===== config.mk =====
export PLATFORM = sky130hd
export DESIGN_NAME = sync_fifo_fwft
export DESIGN_NICKNAME = d
export VERILOG_FILES = /design/src/rtl/sync_fifo_pkg.sv /design/src/rtl/fifo_sdp_ram.sv /design/src/rtl/sync_fifo_fwft.sv
export SDC_FILE = /design/constraint.sdc
export NUM_CORES = 1
export LEC_CHECK = 0
export ABC_AREA = 1
export BUFFER_PORTS_ARGS = -buffer_cell sky130_fd_sc_hd__clkbuf_2
export CAP_MARGIN = 20
export CELL_PAD_IN_SITES_DETAIL_PLACEMENT = 1
export CELL_PAD_IN_SITES_GLOBAL_PLACEMENT = 1
export CORE_MARGIN = 5
export CORE_UTILIZATION = 47
export CTS_CLUSTER_DIAMETER = 50
export DETAILED_ROUTE_END_ITERATION = 6
export PLACE_DENSITY = 0.8
export SLEW_MARGIN = 20
export SYNTH_ARGS = -nofsm -noshare
export SYNTH_HDL_FRONTEND = slang
export SYNTH_SLANG_ARGS = --single-unit

===== constraint.sdc =====
create_clock -name i_clk -period 2.1 [get_ports i_clk]
set_input_delay 0.21 -clock i_clk [delete_from_list [all_inputs] [get_ports i_clk]]
set_output_delay 0.21 -clock i_clk [all_outputs]
set_load 0.03 [all_outputs]

===== src/rtl/sync_fifo_pkg.sv =====
// Shared helpers and types for the single-clock FIFO family.
package sync_fifo_pkg;

  function automatic int level_width(input int depth);
    return $clog2(depth + 1);
  endfunction

  function automatic int ptr_width(input int depth);
    return (depth > 1) ? $clog2(depth) : 1;
  endfunction

  typedef struct packed {
    logic full;
    logic empty;
    logic afull;
    logic aempty;
  } fifo_status_t;

endpackage


===== src/rtl/fifo_sdp_ram.sv =====
// Simple dual-port storage: one synchronous write port, one asynchronous read port.
module fifo_sdp_ram
  import sync_fifo_pkg::*;
#(
  parameter int G_WIDTH = 8,
  parameter int G_DEPTH = 10,
  parameter int AW      = ptr_width(G_DEPTH)
) (
  input  logic               i_clk,
  input  logic               i_we,
  input  logic [AW-1:0]      i_waddr,
  input  logic [G_WIDTH-1:0] i_wdata,
  input  logic [AW-1:0]      i_raddr,
  output logic [G_WIDTH-1:0] o_rdata
);

  logic [G_WIDTH-1:0] mem_q [G_DEPTH];

  // Contents are deliberately not reset; the level register gates what is visible.
  always_ff @(posedge i_clk) begin
    if (i_we) begin
      mem_q[i_waddr] <= i_wdata;
    end
  end

  assign o_rdata = mem_q[i_raddr];

endmodule


===== src/rtl/sync_fifo_fwft.sv =====
// Single-clock FIFO with arbitrary depth, standard or first-word-fall-through read,
// programmable almost thresholds, fill level and sticky error flags.
module sync_fifo_fwft
  import sync_fifo_pkg::*;
#(
  parameter int G_WIDTH  = 8,
  parameter int G_DEPTH  = 10,
  parameter int G_FWFT   = 0,
  parameter int G_AFULL  = G_DEPTH - 2,
  parameter int G_AEMPTY = 2,
  localparam int LW      = level_width(G_DEPTH)
) (
  input  logic               i_clk,
  input  logic               i_rst,
  input  logic               i_wr,
  input  logic [G_WIDTH-1:0] i_data,
  input  logic               i_rd,
  input  logic               i_clr_err,
  output logic [G_WIDTH-1:0] o_data,
  output logic               o_rd_valid,
  output logic               o_full,
  output logic               o_empty,
  output logic               o_afull,
  output logic               o_aempty,
  output logic [LW-1:0]      o_level,
  output logic               o_overflow,
  output logic               o_underflow,
  output logic               o_ovf_sticky,
  output logic               o_udf_sticky
);

  localparam int PW = ptr_width(G_DEPTH);
  localparam logic [PW-1:0] PTR_LAST = PW'(G_DEPTH - 1);

  if (G_WIDTH < 1) begin : g_bad_width
    $error("sync_fifo_fwft: G_WIDTH must be >= 1");
  end
  if (G_DEPTH < 2) begin : g_bad_depth
    $error("sync_fifo_fwft: G_DEPTH must be >= 2");
  end
  if (G_AFULL < 1 || G_AFULL > G_DEPTH) begin : g_bad_afull
    $error("sync_fifo_fwft: G_AFULL must be in 1..G_DEPTH");
  end
  if (G_AEMPTY < 0 || G_AEMPTY > G_DEPTH - 1) begin : g_bad_aempty
    $error("sync_fifo_fwft: G_AEMPTY must be in 0..G_DEPTH-1");
  end

  logic [PW-1:0]      wr_ptr_q, wr_ptr_d;
  logic [PW-1:0]      rd_ptr_q, rd_ptr_d;
  logic [LW-1:0]      level_q, level_d;
  logic               ovf_sticky_q, ovf_sticky_d;
  logic               udf_sticky_q, udf_sticky_d;
  logic [G_WIDTH-1:0] ram_rdata;
  logic               wa, ra;
  fifo_status_t       status;

  assign status = '{
    full:   (level_q == LW'(G_DEPTH)),
    empty:  (level_q == '0),
    afull:  (level_q >= LW'(G_AFULL)),
    aempty: (level_q <= LW'(G_AEMPTY))
  };

  // Accepts look only at registered state: no bypass on full, no read-through on empty.
  assign wa = i_wr && !status.full;
  assign ra = i_rd && !status.empty;

  always_comb begin
    wr_ptr_d     = wr_ptr_q;
    rd_ptr_d     = rd_ptr_q;
    level_d      = level_q;
    ovf_sticky_d = ovf_sticky_q;
    udf_sticky_d = udf_sticky_q;
    if (wa) begin
      wr_ptr_d = (wr_ptr_q == PTR_LAST) ? '0 : wr_ptr_q + 1'b1;
    end
    if (ra) begin
      rd_ptr_d = (rd_ptr_q == PTR_LAST) ? '0 : rd_ptr_q + 1'b1;
    end
    case ({wa, ra})
      2'b10:   level_d = level_q + 1'b1;
      2'b01:   level_d = level_q - 1'b1;
      default: level_d = level_q;
    endcase
    if (i_clr_err) begin
      ovf_sticky_d = 1'b0;
      udf_sticky_d = 1'b0;
    end
    if (o_overflow) begin
      ovf_sticky_d = 1'b1;
    end
    if (o_underflow) begin
      udf_sticky_d = 1'b1;
    end
  end

  always_ff @(posedge i_clk or posedge i_rst) begin
    if (i_rst) begin
      wr_ptr_q     <= '0;
      rd_ptr_q     <= '0;
      level_q      <= '0;
      ovf_sticky_q <= 1'b0;
      udf_sticky_q <= 1'b0;
    end else begin
      wr_ptr_q     <= wr_ptr_d;
      rd_ptr_q     <= rd_ptr_d;
      level_q      <= level_d;
      ovf_sticky_q <= ovf_sticky_d;
      udf_sticky_q <= udf_sticky_d;
    end
  end

  fifo_sdp_ram #(
    .G_WIDTH (G_WIDTH),
    .G_DEPTH (G_DEPTH),
    .AW      (PW)
  ) u_ram (
    .i_clk   (i_clk),
    .i_we    (wa),
    .i_waddr (wr_ptr_q),
    .i_wdata (i_data),
    .i_raddr (rd_ptr_q),
    .o_rdata (ram_rdata)
  );

  if (G_FWFT != 0) begin : g_fwft
    // Head word is masked while empty so o_data reads 0 out of reset.
    assign o_data     = status.empty ? '0 : ram_rdata;
    assign o_rd_valid = !status.empty;
  end else begin : g_std
    logic [G_WIDTH-1:0] data_q, data_d;
    logic               rd_valid_q, rd_valid_d;

    always_comb begin
      data_d     = data_q;
      rd_valid_d = 1'b0;
      if (ra) begin
        data_d     = ram_rdata;
        rd_valid_d = 1'b1;
      end
    end

    always_ff @(posedge i_clk or posedge i_rst) begin
      if (i_rst) begin
        data_q     <= '0;
        rd_valid_q <= 1'b0;
      end else begin
        data_q     <= data_d;
        rd_valid_q <= rd_valid_d;
      end
    end

    assign o_data     = data_q;
    assign o_rd_valid = rd_valid_q;
  end

  assign o_full       = status.full;
  assign o_empty      = status.empty;
  assign o_afull      = status.afull;
  assign o_aempty     = status.aempty;
  assign o_level      = level_q;
  assign o_overflow   = i_wr && status.full;
  assign o_underflow  = i_rd && status.empty;
  assign o_ovf_sticky = ovf_sticky_q;
  assign o_udf_sticky = udf_sticky_q;

endmodule


Yosys cells after proc, flatten, opt, wreduce, memory -nomap -nowiden
Memories as Yosys holds them, arrays and structs flattened. A register that Yosys moved wholly into a read port is not among the register bits.
Cells that the tools add are included.
Storage, ports and cells
  register bits after elaboration: 15
  bits in latches: 0
  bits in writable memories: 80
  memory bits (read-only): 0
  memories: 1
Memory list
  u_ram.mem_q: depth 10, width 8, rd ports 1, clocked after memory_dff 1, write ports 1, RTL line fifo_sdp_ram.sv:17  | logic [G_WIDTH-1:0] mem_q [G_DEPTH];
Operators by class
  add/sub/neg operators: 4
  $mul: 0
  div/mod/pow operators: 0
  order comparisons: 2
  eq/ne operators: 5
  shift operators: 0
  muxes and demuxes: 9
  bitwise operators: 0
  reduce and logical (&&, ||, !) cells: 10
Operators with widths (count)
  4-bit by 1-bit adder with 4-bit output (second input constant): 3
  4-bit equality test (second input constant): 3
  4-bit 2-to-1 mux: 2
  4-bit one-hot mux with 2 select lines: 1
  1-bit 2-to-1 mux: 6
  2-bit nonzero test: 3
  4-bit greater-or-equal comparator (second input constant): 1
  4-bit by 2-bit <= comparator with 1-bit output (second input constant): 1
  1-bit logical AND: 4
  4-bit zero test: 1
  4-bit by 1-bit subtractor with 4-bit output (second input constant): 1
  2-bit by 1-bit equality test with 1-bit output (second input constant): 1
  2-bit equality test (second input constant): 1
  1-bit zero test: 2

Logic depth before layout (Yosys ltp)
  depth after elaboration: 5
  gate-level depth with buffers: 14
  depth with buffers taken out: 13

Cells and area by module
A second synthesis with hierarchy kept.
Unflattened totals
  cells, all modules: 465
  area total of the unflattened synthesis: 4675.7 sq um
By module, submodules not included
  fifo_sdp_ram: instances 1, cells an instance 327, area each 3504.6 sq um
  sync_fifo_fwft: instances 1, cells an instance 138, area each 1171.1 sq um

Worst setup path before layout
Ideal clock, no wire load.
  path kind: register to register
  start point: register level_q[2], in the netlist o_level[2]
  end point: register level_q[2], in the netlist o_level[2]
  library setup time: 83 ps
  arrival time: 2029 ps
  required time: 2017 ps
  path slack: -12 ps
  stages on the path, launching flop included: 14
  period minus slack after synthesis: 2112 ps
  cell sequence: dfrtp_1 > nor2_2 > nand3_2 > nand2_4 > inv_2 > buf_6 > ha_1 > nand2_1 > inv_1 > nor2_1 > ha_1 > a21oi_1 > xor2_1 > o21ai_0
On the way
  longest elaborated chain between the ends: 5
  elaborated cells on any way between the ends: 12
Ends and longest elaborated chain
  start, declared: RTL line sync_fifo_fwft.sv:50  | logic [LW-1:0] level_q, level_d;
  start signal, assigned: RTL line sync_fifo_fwft.sv:107  | level_q <= level_d;
  4-bit equality test or 4-bit zero test (tied branches): RTL line sync_fifo_fwft.sv:58, sync_fifo_fwft.sv:59
  1-bit zero test, on equally long branches: RTL line sync_fifo_fwft.sv:65, sync_fifo_fwft.sv:66
  1-bit logical AND, on equally long branches: RTL line sync_fifo_fwft.sv:65, sync_fifo_fwft.sv:66
  2-bit by 1-bit equality test with 1-bit output or 2-bit equality test (tied branches): RTL line sync_fifo_fwft.sv:80  | case ({wa, ra})
  4-bit one-hot mux with 2 select lines or 2-bit nonzero test (tied branches)
Parallel ways exist; a longest one is shown, timed or not.
A chain may end at the register's enable or synchronous reset.

Final worst setup path
Ends and elaborated chain as after synthesis.

==> run metrics <==
Critical Path Start Type register; worst hold slack 26.0 ps; max-cap check violation count 0; PortBufs 33; Final ANT Viol Nets 0; initial DRC count 151; min-delay src i_clr_err; Via-to-Cell Ratio 5.01; Starting Density 0.477; synth-to-layout area growth 12.6%; Crit path largest cell delay 460 ps; diode count 0; DP HPWL 7.20 mm; number of global-route vias before repair 3344; die area 11900 um2; FILL cells 1100; critical path type register to register; H-tree Lvls 3; mapped cell area 4590 um2; crit end category register; Worst-Margin Slew 437 ps; clock sink total 103; Leak Pwr 2.29 nW; dpl cells 616; net switching power 2.94 mW; Via Count 3182; pin count of the biggest net entering global routing 42; die width 109 um; Hold Crit Class input port to register; worst hold stages 2; cell family contributing the most delay on the critical path flip-flops; NumNets Final 513; number of library cell types mapped by synthesis 31; WP data required 2360 ps; GPL Wtd Cong 0.843; Layout Skew 15.0 ps; placed instance area 4920 um2; TritonCTS Buffers 9; Syn Area/Cell 10.2 um2; I/O pin count 34; die span in y 109 um; achievable clock frequency 493 MHz; WL/cell 16.3 um; ys async rst share 0.223; Slowest-stage cell, CP dfrtp_2; Comb power frac 0.400; most common cell after layout, fill and taps aside nand2_1; final instance count without filler cells 635; Overflow after GRT 0; Total Wirelength 10.3 mm; register area 2980 um2; R2R Path End o_level[2]; Max IR drop VDD 0.667 mV; Max Buffers Root-to-Sink 2; design area 5170 um2; clk root buf clkbuf_8; Post-route DRC 0; crit path max fanout 5; Clock Latency Late Sink 370 ps; clock power share 0.193; fin crit share 0.965; Post-Synthesis Cells 450; Arrival @ worst endpoint 2290 ps; area of the multi-input gates 1190 um2; max_slew headroom 0.709; switch share 0.417; CP Buf/Inv Count 2; row count 36; initial antenna violation count 0; final hold viol count 0; worst r2r src o_level[2]; Post-synth EDFFs 80; crit path cell chain inv_1 -> nand4_2 -> nand2_4 -> ha_2 -> nand2_1 -> inv_1 -> nor2_2 -> ha_1 -> a21oi_1 -> xor2_1 -> o21ai_1; min Tclk post-route 2030 ps; final setup vio count 0; synth warn 0; most used cell, CP inv_1; fin. max-slew vios 0; pwr dens 1360 nW/um2; area of the core 9640 um2; Post-Syn Nets 466; R2R cell count 11; first-pass GRT wire length 16.7 mm; R2R setup slack 70 ps; commonest non-fill, non-tap cells in the layout 97 x nand2_1, 80 x edfxtp_1, 69 x inv_1, 56 x nand3_1, 47 x nor2_1; DRT Pass-1 Iters 5; clock transition at the registers of the reported paths 110 ps; run status complete, no violations; predominant post-synthesis flop cell edfxtp_1; synthesized flop and latch total 103; layout cells sized above 1 0.179; sequential share of the synthesized area 0.648; part of the power in registers 0.407; Tot GR Track Use 0.187; TritonCTS clock tree yes; setup TNS 0 ps; Hold EP o_udf_sticky; Pint 4.11 mW
## final cells by class
cell class	count	share of cell area
Clock buffer	9	0.0240
Timing Repair Buffer	54	0.0629
Multi-Input combinational cell	254	0.230
Clock inverter	7	0.0181
Inverter	75	0.0559
Sequential cell	103	0.577
Tap cell	133	0.0322
## cells by family (layout without fill, tap and decap cells)
| family | Yosys count | after routing | synth area share |
|---|---|---|---|
| buffers and inverters | 93 | 145 | 0.0942 |
| adder cells (fa/ha/maj) | 3 | 3 | 0.00817 |
| AND/OR/NAND/NOR | 219 | 219 | 0.209 |
| flip-flops | 103 | 103 | 0.648 |
| AO/OA/AOI/OAI | 27 | 27 | 0.0305 |
| XOR/XNOR | 5 | 5 | 0.00953 |
## metal layers
| layer | GRT usage | up-vias | share of wire |
|---|---|---|---|
| met2 | 0.321 | 65 | 0.51 |
| met4 | 0.0577 | 0 | 0.017 |
| met1 | 0.240 | 1556 | 0.44 |
| met3 | 0.0349 | 15 | 0.037 |
| met5 | 0 | - | 0 |
| li1 | - | 1546 | - |
## timing repair
action                                  4_1_cts  5_1_grt
resized for setup                             2        3
endpoints found under the hold margin        23        0
pin swaps                                     0        1
endpoints found under the setup margin        1        1
hold buffers                                  1        0
buffers inserted                              0        2
## flip-flops by register name (all words and copies together) (netlist names)
register      cells
o_level           4
rd_ptr_q          4
wr_ptr_q          4
o_udf_sticky      1
o_ovf_sticky      1
u_ram.mem_q      80
o_rd_valid        1
o_data            8
## through the flow
stage	total power [mW]	utilization	setup WS [ps]
6_report	7.05	0.536	73.6
5_1_grt	7.53	0.536	-46.1
4_1_cts	7.07	0.535	8.55
3_5_place_dp	5.66	0.510	103
3_3_place_gp	5.52	0.510	226
2_1_floorplan	4.94	-	2.79
## Yosys cell counts (2+ instances only)
cell	number	area share
a21oi_1	9	0.0098
xor2_1	4	0.0076
o21ai_0	15	0.016
ha_1	3	0.0082
nand2_1	97	0.079
nor2_2	2	0.0027
nand2_2	2	0.0027
inv_1	69	0.056
buf_4	5	0.0082
nor2_1	49	0.040
buf_6	7	0.017
inv_2	3	0.0025
clkbuf_1	2	0.0016
nand2_4	2	0.0049
nand4_1	5	0.0068
edfxtp_1	80	0.52
dfrtp_1	23	0.13
nor2_4	2	0.0049
nand3_1	56	0.061
nor3_1	2	0.0022
buf_2	3	0.0033
## worst max-delay path by stage
stage	from	end	slack, ps	depth (start not counted)
finish	o_level[2]	o_level[2]	70	11
global route	o_level[2]	o_level[2]	-50	11
CTS	o_level[2]	o_level[2]	9	11
detailed placement	o_level[2]	o_level[2]	100	11
global placement	o_level[2]	o_level[2]	230	12
floorplan	o_level[0]	o_level[2]	3	13
## power groups by stage
stage                     Combinational, mW  Clock (mW)  Sequential, mW
after floorplan                        1.88           0            3.06
after global placement                 2.63           0            2.89
after detailed placement               2.75           0            2.91
after CTS                              2.80        1.40            2.87
after global routing                   3.12        1.48            2.92
final                                  2.82        1.36            2.87
No activity file was read; power rests on OpenSTA's default activity.
